<file path="src/rtl/led_pattern_seq.sv">
// LED pattern sequencer: a clock-enable divider steps the LED bank through
// rotate-left, rotate-right, bounce or binary-count patterns.
module led_pattern_seq #(
   parameter int WIDTH    = 4,
   parameter int TICK_DIV = 1250000
) (
   input  logic             clk,
   input  logic             nrst,
   input  logic             en,
   input  logic [1:0]       mode,
   input  logic [1:0]       speed,
   output logic [WIDTH-1:0] led,
   output logic             tick,
   output logic             wrap
);

   localparam int CW = $clog2(TICK_DIV);

   typedef enum logic {DIR_UP, DIR_DOWN} dir_t;

   logic [CW-1:0]    count, count_next;
   dir_t             dir, dir_next;
   logic             started, started_next;
   logic [1:0]       mode_q, mode_q_next;
   logic [WIDTH-1:0] led_next;
   logic             wrap_next;
   logic             step;
   logic [31:0]      period_m1;

   function automatic logic [WIDTH-1:0] init_pattern(input logic [1:0] m);
      case (m)
         2'd1:    return {1'b1, {(WIDTH-1){1'b0}}};
         2'd3:    return '0;
         default: return WIDTH'(1);
      endcase
   endfunction

   // >= rather than == so a switch to a shorter period never overruns the counter
   assign period_m1 = (32'(TICK_DIV) >> speed) - 32'd1;
   assign step      = en && (32'(count) >= period_m1);

   always_comb begin
      count_next   = count;
      led_next     = led;
      dir_next     = dir;
      started_next = started;
      mode_q_next  = mode_q;
      wrap_next    = 1'b0;

      if (en)
         count_next = step ? '0 : count + CW'(1);

      if (step) begin
         if (!started || (mode != mode_q)) begin
            led_next     = init_pattern(mode);
            dir_next     = DIR_UP;
            mode_q_next  = mode;
            started_next = 1'b1;
         end else begin
            case (mode_q)
               2'd0: begin
                  led_next  = {led[WIDTH-2:0], led[WIDTH-1]};
                  wrap_next = led[WIDTH-1];
               end
               2'd1: begin
                  led_next  = {led[0], led[WIDTH-1:1]};
                  wrap_next = led[0];
               end
               2'd2: begin
                  // end positions are shown once; the turn happens on arrival
                  if (dir == DIR_UP) begin
                     led_next = led << 1;
                     if (led_next[WIDTH-1])
                        dir_next = DIR_DOWN;
                  end else begin
                     led_next = led >> 1;
                     if (led_next[0]) begin
                        dir_next  = DIR_UP;
                        wrap_next = 1'b1;
                     end
                  end
               end
               default: begin
                  led_next  = led + WIDTH'(1);
                  wrap_next = &led;
               end
            endcase
         end
      end
   end

   always_ff @(posedge clk or negedge nrst) begin
      if (!nrst) begin
         count   <= '0;
         led     <= '0;
         dir     <= DIR_UP;
         started <= 1'b0;
         mode_q  <= 2'd0;
         tick    <= 1'b0;
         wrap    <= 1'b0;
      end else begin
         count   <= count_next;
         led     <= led_next;
         dir     <= dir_next;
         started <= started_next;
         mode_q  <= mode_q_next;
         tick    <= step;
         wrap    <= wrap_next;
      end
   end

endmodule

</file>
<file path="config.mk">
export PLATFORM = sky130hd
export DESIGN_NAME = led_pattern_seq
export DESIGN_NICKNAME = d
export VERILOG_FILES = /design/src/rtl/led_pattern_seq.sv
export SDC_FILE = /design/constraint.sdc
export NUM_CORES = 1
export LEC_CHECK = 0
export BUFFER_PORTS_ARGS = -buffer_cell sky130_fd_sc_hd__buf_2
export CORE_MARGIN = 3
export CORE_UTILIZATION = 40
export CTS_BUF_LIST = sky130_fd_sc_hd__clkbuf_16
export DETAILED_ROUTE_END_ITERATION = 16
export GPL_TIMING_DRIVEN = 0
export MAX_ROUTING_LAYER = met4
export PLACE_DENSITY = 0.57
export SLEW_MARGIN = 20
export SYNTH_ARGS = -nofsm -noshare
export SYNTH_HDL_FRONTEND = slang
export SYNTH_SLANG_ARGS = --single-unit
export TNS_END_PERCENT = 20
</file>
<file path="constraint.sdc">
create_clock -name clk -period 6.4 [get_ports clk]
set_clock_uncertainty 0.1 [all_clocks]
set_input_delay 0.96 -clock clk [delete_from_list [all_inputs] [get_ports clk]]
set_output_delay 0.96 -clock clk [all_outputs]
set_load 0.05 [all_outputs]
</file>
==> results.json, run 1 <==
{
  "postSynthCellCount": 237,
  "grt-ovfl-total": 0,
  "first_pass_iters": 4,
  "synth_area_leader_cell": "dfrtp_1",
  "finalCriticalPeriod_ns": 3.65,
  "ys_top_cells_by_area": "dfrtp_1 35%, ha_1 16%, xor2_1 6.2%",
  "synth_edf_count": 0,
  "start_util_pct": 42.6,
  "ctsHoldBuffers": 0,
  "cp-start-kind": "input port",
  "synth-seq-area-share_pct": 34.6,
  "dp_hpwl_microns": 3420,
  "syn_area_per_cell_sq_um": 9.47,
  "io_pins": 13,
  "power_uw": 582,
  "cellLeakagePower_uw": 0.00125,
  "crit_top_cell": "ha_1",
  "postCtsSetupBuffers": 0,
  "critPathBufInv": 3,
  "grt_pass1_wl_microns": 7930,
  "max_freq_ghz": 0.274,
  "cts_tree": "yes",
  "routabilityCongestion": 0.856,
  "coreArea_sq_um": 5270,
  "crit_arrival_ns": 3.71,
  "num_rows": 26,
  "setup-violations-final": 0,
  "fillers": 530,
  "powerDensity_nw_per_um2": 228,
  "cts_root_buffer": "clkbuf_16",
  "endpoint_kind": "flip-flop",
  "dieArea_sq_um": 6550,
  "drc": 0,
  "async_flop_share_pct": 100,
  "cts_resized": 0,
  "place_inst": 319,
  "p_seq_share_pct": 40.8,
  "critPathKind": "in2reg",
  "hold_path.class": "reg2reg",
  "hold_viol": 0,
  "p_clk_share_pct": 45.7,
  "worst_ep_required_time_ns": 6.46,
  "vias": 1715,
  "ant_nets": 0,
  "power_frac_comb_pct": 13.6,
  "crit_family": "simple AND/OR/NAND/NOR gates",
  "yosysMostFrequentCell": "dfrtp_1",
  "setup_tns_ns": 0,
  "synth_fp_nets": 272,
  "grt_pass1_vias": 1634,
  "wl_per_cell_microns": 14.2,
  "rsz0062_at_grt": "no",
  "antennaDiodeCount": 0,
  "maxCapViolations": 0,
  "tightest_slew_ns": 0.723,
  "drive_gt1_share_pct": 12.8,
  "ys_seq_elements": 31,
  "critPathMaxFanout": 7,
  "io_buffers": 12,
  "chipHeight_microns": 80.9,
  "yosys-top-cells-count": "31 x dfrtp_1, 28 x ha_1, 25 x nor2_1, 21 x nand2_1, 16 x xor2_1",
  "fin_crit_sh_pct": 57.0,
  "switching_share_pct": 26.3,
  "path_clk_slew_ns": 0.05,
  "ys.flop_type": "dfrtp_1",
  "syn_to_final_growth_pct": 13.9,
  "cpPeakStageDelay_ns": 0.38,
  "max-clock-path-buffers": 2,
  "grt_start_max_net_pins": 32,
  "drv_slew": 0,
  "numCtsBuffers": 5,
  "status": "completed",
  "clock_latency_ns": 0.28,
  "dp_slack_ns": 2.44,
  "layout_setup_ws_ns": 2.75,
  "syn-cell-area_sq_um": 2240,
  "p_sw_uw": 153,
  "worstPathCellList": "buf_2 > inv_1 > ha_1 > nor3_1 > nand3_1 > xnor2_1 > nor2_1 > ha_1 > nand2_1 > nor4_1 > a22oi_1 > and3_4 > o21a_4 > inv_8 > mux2_4",
  "grt_usage_pct": 16.6,
  "stdcell_count": 327,
  "cts_sinks": 31,
  "grt_antenna_before_repair": 0,
  "ys_warn_count": 0,
  "ir_worst_vdd_uv": 115,
  "viasPerCell": 5.24,
  "die_width_microns": 80.9,
  "first_iter_violations": 75,
  "p_int_uw": 429,
  "wl_microns": 4630,
  "slew_headroom_pct": 51.8,
  "yosys.area.top_type_share_pct": 34.6,
  "finalNetCount": 291,
  "ctsHtreeMaxLevel": 2,
  "slowest_stage": "ha_1",
  "ys_types": 43
}
==> metrics by stage <==
step | instance area [sq um] | utilization [%] | hold WS [ns]
global route | 2560 | 48.5 | 0.404
global placement | 2390 | 45.4 | 0.356
floorplan | 2240 | - | 0.332
finish | 2560 | 48.5 | 0.366
detailed placement | 2390 | 45.4 | 0.362
CTS | 2560 | 48.5 | 0.376
==> flip-flops by register name, indices dropped and copies added, names as in the netlist <==
name,count
led,4
mode_q,2
tick,1
wrap,1
dir,1
started,1
count,21
==> kinds of logic (layout without fill, tap and decap cells) <==
group	after synthesis	in the layout	synth area share [%]
AO/OA/AOI/OAI	40	40	12.3
XOR/XNOR	23	23	8.97
adder cells (fa/ha/maj)	28	28	15.6
buffers and inverters	21	41	4.85
flip-flops	31	31	34.6
multiplexers	7	7	4.79
AND/OR/NAND/NOR	87	87	18.9
==> worst paths after layout <==
| check | from | endpoint | slack (ns) | cells past startpoint |
|---|---|---|---|---|
| max | speed[1] | mode_q[0] | 2.75 | 15 |
| min | started | started | 0.37 | 1 |
| max reg2reg | count[13] | mode_q[0] | 4.01 | 8 |
| min reg2reg | started | started | 0.37 | 1 |
| max in group asynchronous | nrst | count[20] | 5.10 | 1 |
| min in group asynchronous | nrst | count[7] | 0.64 | 1 |
==> cell type report <==
cell class	instances	area [sq um]	area share, %
plain buffers	6	45.0	1.76
clock buffers	5	125	4.89
clock inverters	3	38.8	1.52
inverters	15	63.8	2.50
multi-input cells	185	1360	53.2
flip-flops and latches	31	776	30.3
well taps	70	87.6	3.43
repair buffers	12	60.1	2.35
==> cell usage in the layout, fill, tap and decap left out, types with 10 or more instances in the layout <==
master | netlist | routed
dfrtp_1 | 31 | 31
ha_1 | 28 | 28
nor2_1 | 25 | 25
nand2_1 | 21 | 21
xor2_1 | 16 | 16
inv_1 | 14 | 14
buf_2 | 2 | 14
o21ai_0 | 11 | 11
nand3_1 | 10 | 10
a21oi_1 | 10 | 10
==> routing by layer <==
metal	vias to the layer above	share of wire [%]	track usage [%]
li1	873	-	-
met1	809	53	23.1
met2	25	42	23.1
met3	8	3.8	3.66
met4	0	1.9	7.09
met5	-	0	-
==> power by group through the flow <==
stage          Combinational [uW]  Sequential (uW)  Clock (uW)
2_1_floorplan                59.6              233           0
3_3_place_gp                 75.8              240           0
3_5_place_dp                 80.1              241           0
4_1_cts                      80.4              237         274
5_1_grt                      93.2              241         283
6_report                     79.0              237         266
Power figures use the tool's default switching activity.
==> inputs of run 2 (changes only) <==
- PLACE_DENSITY: 0.57 -> 0.59
- clock period: 6.4 -> 3.35 ns (I/O delays scaled with it)
==> run 2 against run 1 <==
Against the previous run:
- clock power is 64% higher
- cell area is 0.78% lower
- power is 78% higher
- final cell count stayed put
- sequential share of layout area is 0.24 points higher
- critical path depth stayed put
- die area stayed put
- utilization is 0.38 points lower
- via count is 2.2% lower
- sequential power is 91% higher
- register-to-register slack worse by 3.1 ns
==> results.json, run 2 (synthesized netlist as in run 1, its figures left out) <==
{
  "status": "completed",
  "antennaDiodeCount": 0,
  "final_cell_mix": "31 x dfrtp_1, 27 x ha_1, 25 x nor2_1",
  "first_pass_iters": 4,
  "clock_latency_ns": 0.28,
  "fillers": 519,
  "reg2reg_depth": 8,
  "slowest_stage": "ha_2",
  "fin_crit_sh_pct": 94.3,
  "rsz0062_at_grt": "no",
  "dp_hpwl_microns": 3340,
  "cts_resized": 0,
  "setup-violations-final": 0,
  "final_common_cell": "dfrtp_1",
  "io_buffers": 12,
  "largestRegisters": "count x21, led x4, mode_q x2",
  "cts_root_buffer": "clkbuf_16",
  "cpPeakStageDelay_ns": 0.34,
  "chipHeight_microns": 80.9,
  "finalNetCount": 291,
  "vias": 1678,
  "powerDensity_nw_per_um2": 409,
  "slew_headroom_pct": 51.2,
  "die_width_microns": 80.9,
  "drc": 0,
  "wl_microns": 4680,
  "cellLeakagePower_uw": 0.00124,
  "grt_pass1_vias": 1616,
  "postCtsSetupBuffers": 0,
  "path_clk_slew_ns": 0.05,
  "cts_sinks": 31,
  "finalCriticalPeriod_ns": 3.16,
  "hold_viol": 0,
  "grt_antenna_before_repair": 0,
  "grt_pass1_wl_microns": 8070,
  "grt_start_max_net_pins": 32,
  "largest_register": "count",
  "max-clock-path-buffers": 2,
  "num_rows": 26,
  "stdcell_count": 327,
  "place_inst": 319,
  "numCtsBuffers": 5,
  "hold_path.class": "in2async",
  "drv_slew": 0,
  "drive_gt1_share_pct": 13.2,
  "max_freq_ghz": 0.317,
  "tightest_slew_ns": 0.732,
  "first_iter_violations": 41,
  "endpoint_kind": "flip-flop",
  "syn_to_final_growth_pct": 13.0,
  "worst_ep_required_time_ns": 3.41,
  "routabilityCongestion": 0.833,
  "io_pins": 13,
  "critPathMaxFanout": 7,
  "crit_arrival_ns": 3.22,
  "maxCapViolations": 0,
  "grt-ovfl-total": 0,
  "ir_worst_vdd_uv": 202,
  "ctsHoldBuffers": 0,
  "coreArea_sq_um": 5270,
  "worstPathCellList": "buf_2 > inv_1 > ha_2 > nor3_1 > nand3_1 > xnor2_1 > nor2_1 > ha_1 > nand2_1 > nor4_1 > a22oi_1 > and3_4 > o21a_4 > inv_8 > mux2_4",
  "grt_usage_pct": 16.7,
  "cp-start-kind": "input port",
  "largest_reg_flops": 21,
  "start_util_pct": 42.6,
  "viasPerCell": 5.13,
  "hold_slack_ns": 0.186,
  "dieArea_sq_um": 6550,
  "wl_per_cell_microns": 14.3,
  "ctsHtreeMaxLevel": 2,
  "critPathKind": "in2reg",
  "ant_nets": 0,
  "cts_tree": "yes"
}
run 2: cell types whose count changed in the layout (fill, tap and decap cells not counted):
| cell | before | now |
|---|---|---|
| bufinv_16 | 1 | 0 |
| clkinv_1 | 1 | 0 |
| clkinvlp_4 | 0 | 1 |
| ha_1 | 28 | 27 |
| ha_2 | 0 | 1 |
| inv_1 | 14 | 15 |
run 2: path summary, 6_finish.rpt:
check | startpoint | end | slack, ns
hold reg to reg | started | started | 0.37
min in group clk | started | started | 0.37
setup reg to reg | count[11] | led[2] | 0.92
max in group asynchronous | nrst | started | 2.50
setup / recovery | speed[1] | led[2] | 0.19
hold / removal | nrst | count[9] | 0.19
run 2: worst max-delay path: cells and delay by family:
family,cells,cell delay [ns]
AOI/OAI and AO/OA,2,0.37
xor gates and xnor gates,1,0.14
adders and majority gates,2,0.63
buffers and inverters,3,0.40
muxes,1,0.30
and+or+nand+nor,6,0.87
run 2: where the power goes:
group | total [uW] | switching, uW | internal (uW)
combinational | 149 | 81.2 | 67.8
clock | 437 | 166 | 271
sequential | 452 | 46.4 | 406
run 2: through the flow:
| stage | cell area [sq um] | setup WS [ns] | TNS (ns) | utilization (%) | power (uW) |
|---|---|---|---|---|---|
| after global routing | 2540 | 0.0430 | 0 | 48.1 | 1120 |
| after floorplan | 2240 | 0.336 | 0 | - | 559 |
| after global placement | 2390 | -0.115 | -1.22 | 45.4 | 605 |
| after detailed placement | 2390 | -0.156 | -2.26 | 45.4 | 609 |
| after CTS | 2530 | 0.127 | 0 | 48.1 | 1060 |
| final | 2540 | 0.191 | 0 | 48.1 | 1040 |
run 2: per-layer routing:
metal / vias to the layer above / part of all wire, % / global-route usage (%)
met5: - / 0 / -
li1: 875 / - / -
met1: 780 / 53 / 24.4
met2: 18 / 43 / 23.1
met4: 0 / 0.98 / 4.56
met3: 5 / 3.0 / 3.66
run 2: cell type report:
class	instances	area, sq um	share of cell area, %
clock inverters	3	16.3	0.641
plain buffers	6	45.0	1.78
flip-flops and latches	31	776	30.6
well taps	70	87.6	3.45
multi-input cells	185	1360	53.7
repair buffers	12	60.1	2.37
clock buffers	5	125	4.93
inverters	15	63.8	2.52
==> inputs of run 3 (changes only) <==
- CTS_BUF_LIST: sky130_fd_sc_hd__clkbuf_16 -> sky130_fd_sc_hd__clkbuf_8 sky130_fd_sc_hd__clkbuf_16
==> run 3 against run 2 <==
Against the previous run:
- wire length is 2.0% lower
- sequential power hardly changed
- first-iteration DRC count is 17% higher
- combinational power hardly changed
- critical path depth stayed put
- sequential cell count stayed put
- power is 14% lower
- clock power is 34% lower
- setup slack worse by 0.044 ns
==> results.json, run 3 (synthesized netlist as in run 1, its figures left out) <==
{
  "critPathKind": "in2reg",
  "cpPeakStageDelay_ns": 0.38,
  "wl_per_cell_microns": 14.0,
  "cellLeakagePower_uw": 0.00121,
  "slew_headroom_pct": 51.9,
  "first_iter_violations": 48,
  "placed_cell_area_sq_um": 2390,
  "grt_antenna_before_repair": 0,
  "die_width_microns": 80.9,
  "stdcell_count": 327,
  "final_common_cell": "dfrtp_1",
  "io_buffers": 12,
  "max-clock-path-buffers": 2,
  "cts_tree": "yes",
  "dieArea_sq_um": 6550,
  "ant_nets": 0,
  "dp_slack_ns": -0.156,
  "ctsHtreeMaxLevel": 2,
  "wl_microns": 4590,
  "utilization_pct": 47.0,
  "first_pass_iters": 4,
  "grt-ovfl-total": 0,
  "coreArea_sq_um": 5270,
  "grt_pass1_wl_microns": 7980,
  "fin_crit_sh_pct": 95.6,
  "setup-violations-final": 0,
  "crit_top_cell": "ha_1",
  "layout_setup_ws_ns": 0.147,
  "num_rows": 26,
  "routabilityCongestion": 0.833,
  "worstPathCellList": "buf_2 > inv_1 > ha_1 > nor3_1 > nand3_1 > xnor2_1 > nor2_1 > ha_1 > nand2_1 > nor4_1 > a22oi_1 > and3_4 > o21a_4 > inv_8 > mux2_4",
  "finalCriticalPeriod_ns": 3.20,
  "critPathMaxFanout": 7,
  "largestRegisters": "count x21, led x4, mode_q x2",
  "path_clk_slew_ns": 0.07,
  "chipHeight_microns": 80.9,
  "powerDensity_nw_per_um2": 358,
  "status": "completed",
  "ir_worst_vdd_uv": 163,
  "cts_sinks": 31,
  "start_util_pct": 42.6,
  "grt_start_max_net_pins": 32,
  "fin_area_sq_um": 2480,
  "ctsHoldBuffers": 0,
  "endpoint_kind": "flip-flop",
  "finalNetCount": 291,
  "cts_root_buffer": "clkbuf_8",
  "antennaDiodeCount": 0,
  "viasPerCell": 5.11,
  "cp-start-kind": "input port",
  "syn_to_final_growth_pct": 10.4,
  "drive_gt1_share_pct": 12.8,
  "clock_latency_ns": 0.28,
  "drv_slew": 0,
  "cts_resized": 0,
  "hold_path.class": "in2async",
  "numCtsBuffers": 5,
  "largest_register": "count",
  "hold_viol": 0,
  "largest_reg_flops": 21,
  "drc": 0,
  "postCtsSetupBuffers": 0,
  "maxCapViolations": 0,
  "grt_usage_pct": 16.5,
  "rsz0062_at_grt": "no",
  "io_pins": 13,
  "vias": 1671,
  "dp_hpwl_microns": 3340,
  "tightest_slew_ns": 0.722,
  "grt_pass1_vias": 1627,
  "final_cell_mix": "31 x dfrtp_1, 28 x ha_1, 25 x nor2_1",
  "worst_ep_required_time_ns": 3.42,
  "max_freq_ghz": 0.312,
  "place_inst": 319,
  "crit_arrival_ns": 3.27,
  "slowest_stage": "ha_1"
}
## run 3: cell count changes in the layout (fill, tap and decap cells not counted)
cell and delta:
ha_1 +1, clkbuf_16 -5, ha_2 -1, clkbuf_8 +5
## run 3: final timing paths
| path | startpoint | endpoint | slack, ns | cells past startpoint |
|---|---|---|---|---|
| hold / removal | nrst | count[17] | 0.17 | 1 |
| min in group clk | started | started | 0.38 | 1 |
| max in group asynchronous | nrst | dir | 2.52 | 1 |
| hold reg to reg | started | started | 0.38 | 1 |
| setup / recovery | speed[1] | led[2] | 0.15 | 15 |
| setup reg to reg | count[11] | led[2] | 0.93 | 8 |
## run 3: cell type report
cell class / count / area [sq um]
timing repair buffer: 12 / 60.1
sequential: 31 / 776
buffer: 6 / 45.0
multi-input combinational: 185 / 1360
clock inverter: 3 / 16.3
inverter: 15 / 63.8
tap: 70 / 87.6
fill: 523 / 2790
clock buffer: 5 / 68.8
## run 3: per-stage QoR
stage / TNS [ns] / power, uW / hold WS, ns
after global routing: 0 / 966 / 0.223
after CTS: 0 / 906 / 0.203
after floorplan: 0 / 559 / 0.107
final: 0 / 888 / 0.174
after detailed placement: -2.26 / 609 / 0.362
after global placement: -1.22 / 605 / 0.366
## run 3: critical path, delay by kind of cell
family / cells / cell delay [ns]
AOI/OAI and AO/OA: 2 / 0.37
muxes: 1 / 0.30
xor gates and xnor gates: 1 / 0.14
and+or+nand+nor: 6 / 0.89
adders and majority gates: 2 / 0.67
buffers and inverters: 3 / 0.40
## run 3: where the power goes
group	switching (uW)	internal [uW]	total [uW]
Clock	146	142	288
Sequential	45.9	405	451
Combinational	81.0	67.4	148
## run 3: metal layers
metal  up-vias  global-route usage (%)  routed length, microns
li1        875                       -                       -
met1       775                    24.3                    2440
met2        19                    22.5                    1950
met3         2                    2.99                     161
met4         0                    5.57                      30
met5         -                       -                       0
